--- config.mk ---
export PLATFORM = sky130hd
export DESIGN_NAME = lstm_gate_mac_flat
export DESIGN_NICKNAME = d
export VERILOG_FILES = /design/src/rtl/lstm_gate_mac_if.sv /design/src/rtl/lstm_gate_mac.sv /design/src/flat_wrapper.sv
export SDC_FILE = /design/constraint.sdc
export NUM_CORES = 2
export LEC_CHECK = 0
export BUFFER_PORTS_ARGS = -buffer_cell sky130_fd_sc_hd__buf_2
export CAP_MARGIN = 20
export CORE_MARGIN = 5
export CORE_UTILIZATION = 26
export CTS_CLUSTER_SIZE = 24
export DETAILED_ROUTE_END_ITERATION = 8
export PLACE_DENSITY_LB_ADDON = 0.15
export SYNTH_ARGS = -nofsm -noshare
export SYNTH_HDL_FRONTEND = slang
export SYNTH_SLANG_ARGS = --single-unit
--- constraint.sdc ---
create_clock -name clk -period 13.2 [get_ports clk]
set_input_delay 1.32 -clock clk [delete_from_list [all_inputs] [get_ports clk]]
set_output_delay 1.32 -clock clk [all_outputs]
set_load 0.1 [all_outputs]
--- src/rtl/lstm_gate_mac_if.sv ---
// Valid/ready bundle between the operand feeder, the gate MAC and the activation stage.
interface lstm_gate_mac_if #(parameter int WIDTH = 32);
   logic             in_valid;
   logic             in_ready;
   logic [WIDTH-1:0] x;
   logic [WIDTH-1:0] w;
   logic [WIDTH-1:0] b;
   logic             o_valid;
   logic             o_ready;
   logic [WIDTH-1:0] z;
   logic             sat;

   modport master (output in_valid, x, w, b, o_ready,
                   input  in_ready, o_valid, z, sat);
   modport slave  (input  in_valid, x, w, b, o_ready,
                   output in_ready, o_valid, z, sat);
endinterface

--- src/rtl/lstm_gate_mac.sv ---
// LSTM gate pre-activation: z = sat(floor(sum(x*w) + b)) in Q12.20, one pair per accepted cycle.
module lstm_gate_mac #(
   parameter int WIDTH = 32,
   parameter int FRAC  = 20,
   parameter int NIN   = 8
) (
   input logic clk,
   input logic rst,
   lstm_gate_mac_if.slave bus
);
   localparam int AW = 2*WIDTH + 8;
   localparam int CW = (NIN > 1) ? $clog2(NIN) : 1;

   typedef enum logic [1:0] {ACC, FIN, OUT} state_t;

   state_t                  state;
   logic signed [AW-1:0]    acc;
   logic signed [WIDTH-1:0] breg;
   logic [CW-1:0]           cnt;
   logic [WIDTH-1:0]        z_q;
   logic                    sat_q;
   logic                    o_valid_q;

   logic signed [2*WIDTH-1:0] prod;
   logic signed [AW-1:0]      prod_ext, bias_ext, s, r;
   logic                      accept, last;

   localparam logic signed [AW-1:0] MAXV = {{(AW-WIDTH+1){1'b0}}, {(WIDTH-1){1'b1}}};
   localparam logic signed [AW-1:0] MINV = {{(AW-WIDTH+1){1'b1}}, {(WIDTH-1){1'b0}}};

   assign bus.in_ready = (state == ACC) && !rst;
   assign bus.o_valid  = o_valid_q;
   assign bus.z        = z_q;
   assign bus.sat      = sat_q;

   assign accept   = bus.in_valid && bus.in_ready;
   assign last     = (cnt == CW'(NIN-1));
   assign prod     = $signed(bus.x) * $signed(bus.w);
   assign prod_ext = {{(AW-2*WIDTH){prod[2*WIDTH-1]}}, prod};
   // Bias is aligned to the Q40 product scale before the final floor shift.
   assign bias_ext = {{(AW-WIDTH){breg[WIDTH-1]}}, breg} <<< FRAC;
   assign s        = acc + bias_ext;
   assign r        = s >>> FRAC;

   always_ff @(posedge clk) begin
      if (rst) begin
         state     <= ACC;
         acc       <= '0;
         breg      <= '0;
         cnt       <= '0;
         z_q       <= '0;
         sat_q     <= 1'b0;
         o_valid_q <= 1'b0;
      end else begin
         case (state)
            ACC: if (accept) begin
               acc <= acc + prod_ext;
               if (cnt == '0) breg <= $signed(bus.b);
               if (last) begin
                  cnt   <= '0;
                  state <= FIN;
               end else begin
                  cnt <= cnt + 1'b1;
               end
            end
            FIN: begin
               if (r > MAXV) begin
                  z_q   <= {1'b0, {(WIDTH-1){1'b1}}};
                  sat_q <= 1'b1;
               end else if (r < MINV) begin
                  z_q   <= {1'b1, {(WIDTH-1){1'b0}}};
                  sat_q <= 1'b1;
               end else begin
                  z_q   <= r[WIDTH-1:0];
                  sat_q <= 1'b0;
               end
               o_valid_q <= 1'b1;
               state     <= OUT;
            end
            OUT: if (bus.o_ready) begin
               o_valid_q <= 1'b0;
               acc       <= '0;
               state     <= ACC;
            end
            default: state <= ACC;
         endcase
      end
   end
endmodule

--- src/flat_wrapper.sv ---
// flat-port wrapper written by rule: the top's interface ports become plain ports
module lstm_gate_mac_flat 
#(
   parameter int WIDTH = 32,
   parameter int FRAC  = 20,
   parameter int NIN   = 8
)
  (clk, rst, bus_in_valid, bus_x, bus_w, bus_b, bus_o_ready, bus_in_ready, bus_o_valid, bus_z, bus_sat);
  lstm_gate_mac_if #(.WIDTH(WIDTH)) bus_i ();
  input logic clk;
  input logic rst;
  input wire logic [$bits(bus_i.in_valid)-1:0] bus_in_valid;
  input wire logic [$bits(bus_i.x)-1:0] bus_x;
  input wire logic [$bits(bus_i.w)-1:0] bus_w;
  input wire logic [$bits(bus_i.b)-1:0] bus_b;
  input wire logic [$bits(bus_i.o_ready)-1:0] bus_o_ready;
  output wire logic [$bits(bus_i.in_ready)-1:0] bus_in_ready;
  output wire logic [$bits(bus_i.o_valid)-1:0] bus_o_valid;
  output wire logic [$bits(bus_i.z)-1:0] bus_z;
  output wire logic [$bits(bus_i.sat)-1:0] bus_sat;
  assign bus_i.in_valid = bus_in_valid;
  assign bus_i.x = bus_x;
  assign bus_i.w = bus_w;
  assign bus_i.b = bus_b;
  assign bus_i.o_ready = bus_o_ready;
  assign bus_in_ready = bus_i.in_ready;
  assign bus_o_valid = bus_i.o_valid;
  assign bus_z = bus_i.z;
  assign bus_sat = bus_i.sat;
  lstm_gate_mac #(.WIDTH(WIDTH), .FRAC(FRAC), .NIN(NIN)) u_core (.clk(clk), .rst(rst), .bus(bus_i));
endmodule
# Word level (Yosys, flattened, before mapping)
# Index checks and enable logic that the tools add are counted.
[totals]
reg_bits = 143
inputBits = 100
output_inout_bits = 35
wordCells = 45
[op_classes]
addsub = 3
mul = 1
order_cmp = 2
eq_ne = 6
mux = 14
n_reduce_logical = 12
[ops]
columns = ["op", "n"]
rows = [
  ["two-way mux 72 bit", 2],
  ["one-hot mux 72 bit (2 select lines)", 1],
  ["adder 72 x 52 -> 72 bit", 1],
  ["adder 72 x 64 -> 72 bit", 1],
  ["multiplier 32 x 32 -> 64 bit", 1],
  ["two-way mux 32 bit", 2],
  ["greater-than comparator 52 x 32 -> 1 bit, second input constant", 1],
  ["< comparator 52 x 32 -> 1 bit, second input constant", 1],
  ["AND reduction 3 bit", 3],
  ["two-way mux 2 bit", 3],
  ["one-hot mux 2 bit (3 select lines)", 1],
  ["!= test 2 x 1 -> 1 bit, second input constant", 2],
  ["AND reduction 2 bit", 2],
  ["nonzero test 2 bit", 2],
  ["adder 3 x 1 -> 3 bit, second input constant", 1],
  ["== test 3 bit, second input constant", 1],
  ["logical NOT 3 bit", 1],
  ["two-way mux 1 bit", 3],
  ["two-way mux 3 bit", 1],
  ["== test 2 x 1 -> 1 bit, second input constant", 1],
  ["== test 2 bit, second input constant", 1],
  ["logical AND 1 bit", 2],
  ["logical NOT 2 bit", 1],
  ["!= test 2 bit, second input constant", 1],
  ["other kinds (2)", 2],
]

# Logic depth before layout (Yosys ltp)
[logic_depth]
ltp_word = 5
ltp_mapped = 31
mapped_depth_nobuf = 29

# Least setup slack after synthesis
# OpenSTA, ideal clock, no wires.
[synth_timing]
path_type = "input to register"
from = "in bus_w[0]"
to = "reg u_core.acc[71]"
setup_ns = 0.087
arrival_ns = 10.197
t_required_ns = 13.113
path_slack_ns = 2.915
stages = 28
n_path_buf = 2
path_cell_list = "clkbuf_1 nand2_1 fa_1 fa_1 inv_1 fa_1 inv_1 fa_1 inv_1 fa_1 fa_1 fa_1 inv_1 fa_1 inv_1 ha_1 clkbuf_1 nand4_1 or3_1 or4_1 a21oi_1 o31ai_1 o21ai_1 a211o_1 a31o_2 a21oi_1 o21a_1 o31ai_1"
[synth_via]
elab_chain_cells = 4
[synth_rtl]
columns = ["item", "line", "text"]
rows = [
  ["start, declared", "flat_wrapper.sv:14", "input wire logic [$bits(bus_i.w)-1:0] bus_w;"],
  ["multiplier 32 x 32 -> 64 bit", "lstm_gate_mac.sv:38", "assign prod = $signed(bus.x) * $signed(bus.w);"],
  ["adder 72 x 64 -> 72 bit", "lstm_gate_mac.sv:57", "acc <= acc + prod_ext;"],
  ["two-way mux 72 bit", "lstm_gate_mac.sv:56", "ACC: if (accept) begin"],
  ["one-hot mux 72 bit (2 select lines)", "lstm_gate_mac.sv:55", "case (state)"],
  ["end signal, assigned", "lstm_gate_mac.sv:57", ""],
  ["end, declared", "lstm_gate_mac.sv:17", "logic signed [AW-1:0] acc;"],
]
# Every way passes these cells. The select of a mux whose other input is x is not followed.
# A chain may end at the register's enable or synchronous reset.

# Worst setup path in the final report
[layout_timing]
from = "in bus_w[0]"
to = "reg u_core.acc[66]"
# The elaborated chain is that of the path after synthesis.

==> reports/results.txt <==
status - complete, no violations
CTS Root Cell - clkbuf_16
Synth warnings - 0
FF-to-FF setup slack - 4.40 ns
initial antenna violation count - 7
Post-DP HPWL - 133 mm
Placed Cells - 8008
hold_sp - u_core.acc[8]
Reg2Reg Launch Point - u_core.acc[22]
maximum fanout along the worst path - 40
Hold Crit Class - register to register
end of the worst register-to-register path - u_core.acc[66]
core area - 193000 µm²
Async SR Flop Fraction - 0
io pins - 135
post-route minimum period - 10.24 ns
GPL Wtd Cong - 0.821
main combinational cell family by area after synthesis - adder cells
Layout Nets - 7176
largest net degree at the start of global routing - 77
mux contribution to synthesized area - 0.00166
XOR/XNOR Fraction of Synth Area - 0.0194
most used flip-flop cell after synthesis - dfxtp_1
Worst Path Buf+Inv - 8
via count - 36.2k
sequential area share after synthesis - 0.0568
Core Util, Final - 0.281
# DRC - 0
vias in the first global route - 41.0k
share of layout cells above drive strength 1 - 0.0529
Worst R2R Path Depth - 27
Met3 Routed Length - 2.86 mm
M1 WL - 68.5 mm
Crit path largest cell delay - 0.97 ns
met2 WL post-DR - 85.3 mm
RSZ-0062 raised after global routing - no
top-area cell type share of the netlist area - 0.510
PostCTS Resize Cnt - 0
Tightest Pin Transition - 1.18 ns
die area - 203000 µm²
Area growth syn-to-layout - 7.39%
total global-route track usage - 0.159
synthesized cell area - 50400 µm²
commonest non-fill, non-tap cells in the layout - inv_1, fa_1, nand2_1, ha_1, and2_1
max-cap violations - 0
antenna-violating nets left - 0
leading area contributor after synthesis - fa_1
Min Hold Slack - 0.461 ns
Worst EP required - 13.51 ns
depth of the CTS H-tree - 4
CP arrival - 10.54 ns
final hold vios - 0
row cnt - 161
drt wl/cell - 19.6 µm
f_max - 97.7 MHz
# hold bufs at CTS - 0
top routing layer in use - met4
fraction of the mapped netlist area in simple logic gates - 0.140
final WL - 158 mm
Setup TNS Final - 0 ns
post-synthesis sequential element count - 143
most used cell, CP - fa_1
first-pass detailed-route iteration total - 6
post-route insts no fill - 8043
Crit-path slowest cell - o41ai_1
count of mapped cells out of synthesis - 5587
DRT iter0 DRCs - 1586
port bufs - 134
commonest non-fill, non-tap cell in the layout - inv_1
Slew HR - 0.205
gr ovfl total - 0
Hold Path Stages - 2
Setup Crit Path Kind - input port to register
net count after synthesis - 7261
Synth Area in Compound Gates - 0.0801
post-CTS setup buffer count - 0
Worst Setup End Kind - register
number of clock sinks - 143
Final Max Slew Viols - 0
vias per cell - 4.50
Worst Hold End - u_core.acc[8]
Chip Width - 450 µm
skew final - 0.0207 ns
Worst Setup Start Kind - input port
Post-synth EDFFs - 0
Syn Area/Cell - 9.03 µm²
synth top area cells - fa_1, inv_1, ha_1
Initial Util - 0.262
total CTS buffers - 17
adder-cell area share of the yosys netlist - 0.582
final setup fails - 0
fraction of the cycle the final worst path needs - 0.776
die height - 450 µm
TritonCTS clock tree - yes
cell family with most CP delay - adder cells
Distinct cells, synth - 83
Clock Latency Late Sink - 0.46 ns
Clock Path Buffers - 2
Worst-path clk slew - 0.07 ns
first-pass GRT wire length - 250 mm
-- cells by family after synthesis --
kind of cell	after synthesis
buffers and inverters	1597
adder cells (fa/ha/maj)	1574
AND/OR/NAND/NOR	1563
AO/OA/AOI/OAI	590
flip-flops	143
XOR/XNOR	112
multiplexers	8
-- worst reg2reg max path, stage by stage, from the launching register on --
cell and delay, ns:
dfxtp_1 0.50, inv_1 0.12, fa_1 0.54, fa_1 0.55, inv_1 0.05, fa_1 0.50, fa_1 0.56, inv_1 0.06
fa_1 0.51, inv_1 0.06, fa_1 0.50, fa_1 0.51, inv_1 0.05, fa_1 0.48, inv_1 0.07, ha_1 0.40
inv_1 0.06, o21bai_1 0.14, a21oi_1 0.17, a211o_1 0.32, nand2_1 0.10, o2111ai_1 0.28, a31oi_1 0.42, a211oi_1 0.21
o41ai_1 0.97, a21boi_0 0.26, xor2_1 0.19, o22ai_1 0.09
-- Yosys cell counts (7+ instances only) --
| library cell | number |
|---|---|
| a211o_1 | 10 |
| a211oi_1 | 20 |
| a211oi_2 | 30 |
| a21o_1 | 79 |
| a21oi_1 | 185 |
| a221oi_1 | 7 |
| a22oi_1 | 49 |
| a31oi_1 | 14 |
| and2_1 | 268 |
| and3_1 | 16 |
| buf_6 | 7 |
| clkbuf_1 | 272 |
| dfxtp_1 | 143 |
| fa_1 | 1285 |
| ha_1 | 289 |
| inv_1 | 1312 |
| nand2_1 | 921 |
| nand2_2 | 19 |
| nand2b_1 | 14 |
| nand3_1 | 27 |
| nand4_1 | 26 |
| nor2_1 | 159 |
| nor2b_1 | 45 |
| nor3_1 | 22 |
| o21a_1 | 14 |
| o21ai_0 | 73 |
| o21ai_1 | 7 |
| o21bai_1 | 19 |
| o22ai_1 | 19 |
| o31ai_1 | 8 |
| or3_1 | 9 |
| xnor2_1 | 71 |
| xor2_1 | 41 |
-- worst max-delay path by stage --
stage,start,end,depth (start not counted)
detailed placement,bus_x[31],u_core.acc[66],29
global route,bus_w[0],u_core.acc[66],30
floorplan,bus_w[0],u_core.acc[71],28
global placement,bus_w[1],u_core.acc[66],28
finish,bus_w[0],u_core.acc[66],30
CTS,bus_x[31],u_core.acc[66],29
-- per-layer routing --
metal | GRT usage | up-vias
li1 | - | 16397
met1 | 0.206 | 19317
met2 | 0.300 | 409
met3 | 0.00866 | 71
met4 | 0.0151 | 0
met5 | 0 | -
-- through the flow --
step                      cell area, µm²  setup slack [ns]
final                              54200              2.96
after detailed placement           53500              2.53
after floorplan                    50400              2.92
after CTS                          54100              2.98
after global placement             53500              2.46
after global routing               54200              2.49
-- state kept, by name, summed over array words and instances (netlist names) --
signal and count:
u_core.bus.o_valid 1, u_core.bus.sat 1, u_core.cnt 3, u_core.acc 72
u_core.breg 32, u_core.bus.z 32, u_core.state 2
-- cell type report --
type | count | area (µm²)
antenna | 2 | 5.00
clock inverter | 13 | 174
inverter | 1312 | 4920
multi-input combinational | 3847 | 41600
clock buffer | 19 | 453
fill | 20685 | 139000
timing repair buffer | 181 | 1040
tap | 2526 | 3160
sequential | 143 | 2860
Power is not shown: default switching activity piles up to over one toggle a cycle in this logic, so the estimate is an artifact.
